## config.mk

```make
export PLATFORM = sky130hd
export DESIGN_NAME = axis_audio_gain
export DESIGN_NICKNAME = d
export VERILOG_FILES = /design/src/rtl/axis_audio_gain.sv
export SDC_FILE = /design/constraint.sdc
export NUM_CORES = 1
export LEC_CHECK = 0
export CORE_UTILIZATION = 65
export CTS_CLUSTER_DIAMETER = 120
export CTS_CLUSTER_SIZE = 20
export DETAILED_ROUTE_END_ITERATION = 10
export DONT_BUFFER_PORTS = 1
export PLACE_DENSITY = 0.91
export SYNTH_ARGS = -nofsm -noshare
export SYNTH_HDL_FRONTEND = slang
export SYNTH_SLANG_ARGS = --single-unit
```

## constraint.sdc

```tcl
create_clock -name axis_clk -period 14.2 [get_ports axis_clk]
set_input_delay 3.55 -clock axis_clk [delete_from_list [all_inputs] [get_ports axis_clk]]
set_output_delay 3.55 -clock axis_clk [all_outputs]
set_load 0.005 [all_outputs]
```

## src/rtl/axis_audio_gain.sv

```systemverilog
// axis_audio_gain: stereo AXIS volume/mute stage with saturating fixed-point gain
module axis_audio_gain #(
    parameter int SAMPLE_WIDTH = 24,
    parameter int GAIN_WIDTH   = 8,
    parameter int FRAC_BITS    = 4
) (
    input  logic                  axis_clk,
    input  logic                  axis_resetn,
    input  logic [31:0]           s_axis_data,
    input  logic                  s_axis_valid,
    output logic                  s_axis_ready,
    input  logic                  s_axis_last,
    output logic [31:0]           m_axis_data,
    output logic                  m_axis_valid,
    input  logic                  m_axis_ready,
    output logic                  m_axis_last,
    input  logic [GAIN_WIDTH-1:0] gain,
    input  logic                  mute,
    input  logic                  clip_clear,
    output logic                  clip_flag
);
    localparam int PW = SAMPLE_WIDTH + GAIN_WIDTH + 1;

    typedef enum logic [2:0] {RX_L, RX_R, MUL, TX_L, TX_R} state_t;

    state_t                  state;
    logic [SAMPLE_WIDTH-1:0] smp_l, smp_r, res_r, sc_l, sc_r;
    logic                    clip_l, clip_r, acc;
    logic                    unused_bits;

    // Returns {saturated, result}: product floored by FRAC_BITS, clamped to the sample range
    function automatic logic [SAMPLE_WIDTH:0] scale(input logic [SAMPLE_WIDTH-1:0] s,
                                                    input logic [GAIN_WIDTH-1:0] g);
        logic signed [PW-1:0]     p;
        logic [PW-SAMPLE_WIDTH:0] hi;
        p  = PW'($signed(s)) * PW'($signed({1'b0, g}));
        p  = p >>> FRAC_BITS;
        hi = p[PW-1:SAMPLE_WIDTH-1];
        return (&hi || ~|hi) ? {1'b0, p[SAMPLE_WIDTH-1:0]}
                             : {1'b1, p[PW-1], {(SAMPLE_WIDTH-1){~p[PW-1]}}};
    endfunction

    assign unused_bits = ^s_axis_data[31:SAMPLE_WIDTH];
    assign acc = s_axis_valid && s_axis_ready;
    assign {clip_l, sc_l} = mute ? '0 : scale(smp_l, gain);
    assign {clip_r, sc_r} = mute ? '0 : scale(smp_r, gain);

    // Packet FSM: collect L/R, scale once in MUL, then present both words downstream
    always_ff @(posedge axis_clk or negedge axis_resetn) begin
        if (!axis_resetn) begin
            state        <= RX_L;
            s_axis_ready <= 1'b0;
            m_axis_valid <= 1'b0;
            m_axis_last  <= 1'b0;
            m_axis_data  <= '0;
            clip_flag    <= 1'b0;
            smp_l        <= '0;
            smp_r        <= '0;
            res_r        <= '0;
        end else begin
            clip_flag <= (state == MUL && (clip_l || clip_r)) || (clip_flag && !clip_clear);
            case (state)
                RX_L: begin
                    s_axis_ready <= 1'b1;
                    if (acc && !s_axis_last) begin
                        smp_l <= s_axis_data[SAMPLE_WIDTH-1:0];
                        state <= RX_R;
                    end
                end
                RX_R: begin
                    if (acc) begin
                        if (s_axis_last) begin
                            smp_r        <= s_axis_data[SAMPLE_WIDTH-1:0];
                            s_axis_ready <= 1'b0;
                            state        <= MUL;
                        end else begin
                            smp_l <= s_axis_data[SAMPLE_WIDTH-1:0];
                        end
                    end
                end
                MUL: begin
                    res_r        <= sc_r;
                    m_axis_data  <= 32'(sc_l);
                    m_axis_valid <= 1'b1;
                    m_axis_last  <= 1'b0;
                    state        <= TX_L;
                end
                TX_L: begin
                    if (m_axis_ready) begin
                        m_axis_data <= 32'(res_r);
                        m_axis_last <= 1'b1;
                        state       <= TX_R;
                    end
                end
                TX_R: begin
                    if (m_axis_ready) begin
                        m_axis_data  <= '0;
                        m_axis_valid <= 1'b0;
                        m_axis_last  <= 1'b0;
                        s_axis_ready <= 1'b1;
                        state        <= RX_L;
                    end
                end
                default: state <= RX_L;
            endcase
        end
    end
endmodule

```

# Word-level counts from Yosys, hierarchy flattened
# Cells that the tools add are included.
[word_totals]
wordCells = 74
output_inout_bits = 36
ff_bits = 111
input_bits = 47
[classes]
n_mux = 24
n_reduce_logical = 27
bitwise_logic = 2
multipliers = 2
n_eq_ne = 10
[op_table]
columns = ["operator", "count"]
rows = [
  ["$mux 25", 4],
  ["$pmux 32 s3", 1],
  ["$mux 24", 3],
  ["$mul 24x9->33", 2],
  ["$mux 32", 2],
  ["$pmux 24 s2", 1],
  ["$mux 3", 5],
  ["$pmux 3 s5", 1],
  ["$ne 2x2->1 const B", 6],
  ["$reduce_and 6->1", 2],
  ["$reduce_or 6->1", 2],
  ["$reduce_and 4->1", 2],
  ["$eq 3x2->1 const B", 2],
  ["$pmux 1 s3", 2],
  ["$reduce_and 3->1", 2],
  ["$reduce_bool 3->1", 2],
  ["$reduce_and 5->1", 1],
  ["$logic_and 1x1->1", 4],
  ["$logic_not 1->1", 4],
  ["$logic_or 1x1->1", 4],
  ["$mux 1", 4],
  ["$reduce_bool 2->1", 2],
  ["$eq 3x1->1 const B", 1],
  ["$eq 3x3->1 const B", 1],
  ["other kinds (4)", 5],
]

# Longest topological paths before layout
[logic_depth]
word_depth = 9
depth_mapped = 24
depth_no_buf = 20

# Worst setup path after synthesis
# Ideal clock, no wire load.
[synth_timing]
path_kind = "input -> register"
from = "input port gain[0]"
to = "register m_axis_data[13]"
setup_ns = 0.132
path_buffers = 5
cell_stages = 23
path_slack_ns = 5.213
required_time_ns = 14.068
arrival_time_ns = 8.855
path_cell_list = "clkbuf_1 -> clkbuf_1 -> nand2_1 -> fa_1 -> inv_1 -> fa_1 -> fa_1 -> inv_1 -> fa_1 -> inv_1 -> ha_1 -> buf_4 -> nand4_1 -> a2111oi_4 -> a21oi_1 -> a21oi_1 -> mux2i_1 -> nand4_1 -> or4_1 -> buf_6 -> buf_12 -> a21oi_2 -> o21ai_1"
[synth_between]
elab_chain_cells = 7
elab_cells_between_ends = 9
classes_between = "mul: 1; mux: 3; bitwise: 1; reduce/logical: 4"
[synth_rtl]
columns = ["item", "line_no", "text"]
rows = [
  ["from (decl)", "17", "input logic [GAIN_WIDTH-1:0] gain,"],
  ["$mul 24x9->33 (*)", "36", "p = PW'($signed(s)) * PW'($signed({1'b0, g}));"],
  ["$reduce_or 6->1", "39", "return (&hi || ~|hi) ? {1'b0, p[SAMPLE_WIDTH-1:0]}"],
  ["$logic_not 1->1", "39", ""],
  ["$logic_or 1x1->1", "39", ""],
  ["$mux 25 (*)", "39", ""],
  ["$mux 25 (*)", "45", "assign {clip_l, sc_l} = mute ? '0 : scale(smp_l, gain);"],
  ["$pmux 32 s3 (*)", "62", "case (state)"],
  ["to (signal assigned)", "83", "m_axis_data <= 32'(sc_l);"],
  ["to (signal assigned)", "90", "m_axis_data <= 32'(res_r);"],
  ["to (decl)", "13", "output logic [31:0] m_axis_data,"],
]
# Mark *: on every way between the ends. The rest lies on a longest branch, timed or not.
# A chain may end at the register's enable or synchronous reset.

# Worst setup path in the final report
[layout_timing]
from = "input port gain[0]"
to = "register m_axis_data[7]"
# Same word-level chain as after synthesis.

==> key figures <==
Run status
  – Run status: finished clean

Synth
  – Syn Area/Cell: 8.98 um2
  – Asr flop ratio synth: 1.00
  – Synth area leaders: fa_1 (33%), dfrtp_1 (14%), inv_1 (9.2%)
  – Top-area cell type share of the netlist area: 0.331
  – Seq cells post-synth: 103
  – Synth cell types: 71
  – Post-synthesis sequential area ratio: 0.142
  – Number of synthesis warnings: 0
  – Number of flops mapped to enable cells by yosys: 0
  – Post-synth top cells: inv_1 (443), fa_1 (300), nand2_1 (236)
  – Top_reg_cell synth: dfrtp_1
  – Most frequent cell after synthesis: inv_1
  – Post-synth top area cell: fa_1
  – Post-Syn Area: between 15000 and 20000 um2
  – Cells after Synth: between 2000 and 2500

Route
  – DRC violations left: 0
  – DR WL/cell: 19.2 um
  – Initial DRT Pass Iterations: 6
  – Starting DRT DRC Count: 1240
  – Remaining antenna violation count: 0
  – Vias per cell: 5.99
  – Wirelength, routed: 44.5 mm
  – Via count: 13900

Timing
  – Max Clock Skew: 0.0185 ns
  – Slew Limit Fails: 0
  – Unrepaired setup endpoints after global routing: false
  – Max Clock Freq: 0.108 GHz
  – Final critical-path required period: 9.25 ns
  – Final Setup Violations: 0
  – Final hold vios: 0
  – Crit share post-route: 0.651
  – Setup TNS Final: 0 ns
  – Slew @ Worst Pin: around 1.2 ns
  – Fin worst setup slack: 4.95 ns
  – Slew HR: 0.206

Global routing
  – GRT Residual Overflow: 0
  – Global Route Usage Sum: 0.332
  – First-pass GRT wire length: 74.0 mm
  – Number of global-route vias before repair: 15100
  – Initial antenna violation count: 4
  – Largest net degree at the start of global routing: about 100

Worst setup path
  – Startpoint Class: input pin
  – Arrival @ worst endpoint: 9.56 ns
  – Crit end category: flop
  – Critical path class: in -> reg
  – CP Data Required Time: 14.51 ns
  – Critical path peak fanout: 46

Placement
  – Place WS: 4.63 ns
  – Final Wtd Congestion: ~1.0
  – Buffers on Ports: 0
  – Post-Place Cell Area: 18200 um2
  – DPL Wire Length: ~34 mm

CTS
  – CTS tree: built
  – TritonCTS Buffers: 9
  – CTS Buffer Depth: 2
  – Clk sink count: 103
  – H-tree Lvls: 3
  – CTS root buf: clkbuf_16
  – Post-CTS Setup Bufs: 0
  – Hold buffers post-CTS: 0
  – Clock latency on the worst-skew pair: 0.40 ns
  – Post-CTS sizing: 0
  – Reg clk slew, reported paths: around 0.080 ns

Layout
  – Design Area, Final: 18500 um2
  – Final design utilization: 0.682
  – Nets@finish: around 2400
  – Area growth, synth to finish: 2.19%
  – Share of cells above drive strength 1: 0.0555

Run
  – Max-cap viol count: 0

Floorplanning
  – Die H: 169 um
  – FP Rows: 60
  – Chip width: 169 um
  – Core Area: 27200 um2
  – I/O pin cnt: slightly above 80
  – Die Footprint: 28600 um2
  – Starting Density: 0.668

Hold path
  – Min-Delay Path Class: reg -> reg
## area by class of cell
| class | instances | area, um2 |
|---|---|---|
| inverter | 443 | 1660 |
| fill | 1998 | 8630 |
| sequential | 103 | 2580 |
| timing repair buffer | 8 | 60.1 |
| clock inverter | 7 | 95.1 |
| clock buffer | 9 | 225 |
| antenna | 2 | 5.00 |
| multi-input combinational | 1376 | 13500 |
| tap | 372 | 465 |
## state kept, by name, indices dropped and copies added, names as in the netlist
name and cells:
m_axis_data 24, clip_flag 1, s_axis_ready 1, m_axis_last 1, m_axis_valid 1, smp_r 24
res_r 24, smp_l 24, state 3
## cells in the final DEF, fill, tap and decap left out, types with 4 or more instances in the layout
cell type,synthesis,final
inv_1,443,443
fa_1,300,300
nand2_1,236,236
and2_1,197,197
ha_1,126,126
dfrtp_1,103,103
a21oi_1,82,82
mux2_2,48,48
o21ai_0,38,38
xnor2_1,38,38
nor2_1,29,29
a22oi_1,27,27
a221o_1,24,24
xor2_1,21,21
o21ai_1,20,20
a21o_1,19,19
a21oi_2,19,19
nand3_1,15,15
nand4_1,13,13
nor3_1,11,10
o211ai_1,9,9
a211oi_1,10,9
clkbuf_16,0,9
conb_1,1,8
buf_4,11,8
o21bai_1,5,5
a31oi_1,5,5
and4_1,5,5
and3_1,5,5
o21a_1,4,4
a41oi_1,4,4
## worst paths after layout
kind	startpoint	slack (ns)	depth (start not counted)	end
max in group asynchronous	axis_resetn	11.17	0	smp_r[21]
worst max-delay path	gain[0]	4.95	18	m_axis_data[7]
worst min register to register	res_r[23]	0.52	1	res_r[23]
worst max register to register	smp_l[16]	7.46	18	m_axis_data[7]
worst min-delay path	res_r[23]	0.52	1	res_r[23]
min in group asynchronous	axis_resetn	2.85	0	smp_r[6]
## worst max-delay path, cell delays in order
cell	delay [ns]
nand2_1	0.05
fa_1	0.54
inv_1	0.05
fa_1	0.50
fa_1	0.56
inv_1	0.05
fa_1	0.48
inv_1	0.04
ha_1	0.44
nand4_1	0.23
a2111oi_4	0.46
a21oi_1	0.12
a21oi_1	0.43
a21oi_1	0.15
xnor2_1	0.45
or4_1	0.99
a22oi_1	0.24
o21ai_0	0.21
## layer usage
metal / up-vias / track usage / share of wire
met4: 2 / 0.141 / 0.037
met1: 6974 / 0.397 / 0.37
li1: 6125 / - / -
met3: 136 / 0.0970 / 0.10
met2: 670 / 0.562 / 0.49
met5: - / 0 / 0.00038
## stage by stage
step / hold WS [ns] / cells
final: 0.523 / 2320
after global routing: 0.527 / 2319
after CTS: 0.517 / 2318
after detailed placement: 0.499 / 2302
after global placement: 0.497 / 2302
after floorplan: 0.473 / 2029
## kinds of logic after synthesis
group | synth area share
AO/OA/AOI/OAI | 0.115
XOR/XNOR | 0.0285
adder cells (fa/ha/maj) | 0.418
buffers and inverters | 0.119
flip-flops | 0.142
multiplexers | 0.0309
other | 0.000207
AND/OR/NAND/NOR | 0.147
Power is left out: the tool's default activity adds up to more than one toggle a clock period on the data nets, which glitch-free logic cannot reach.
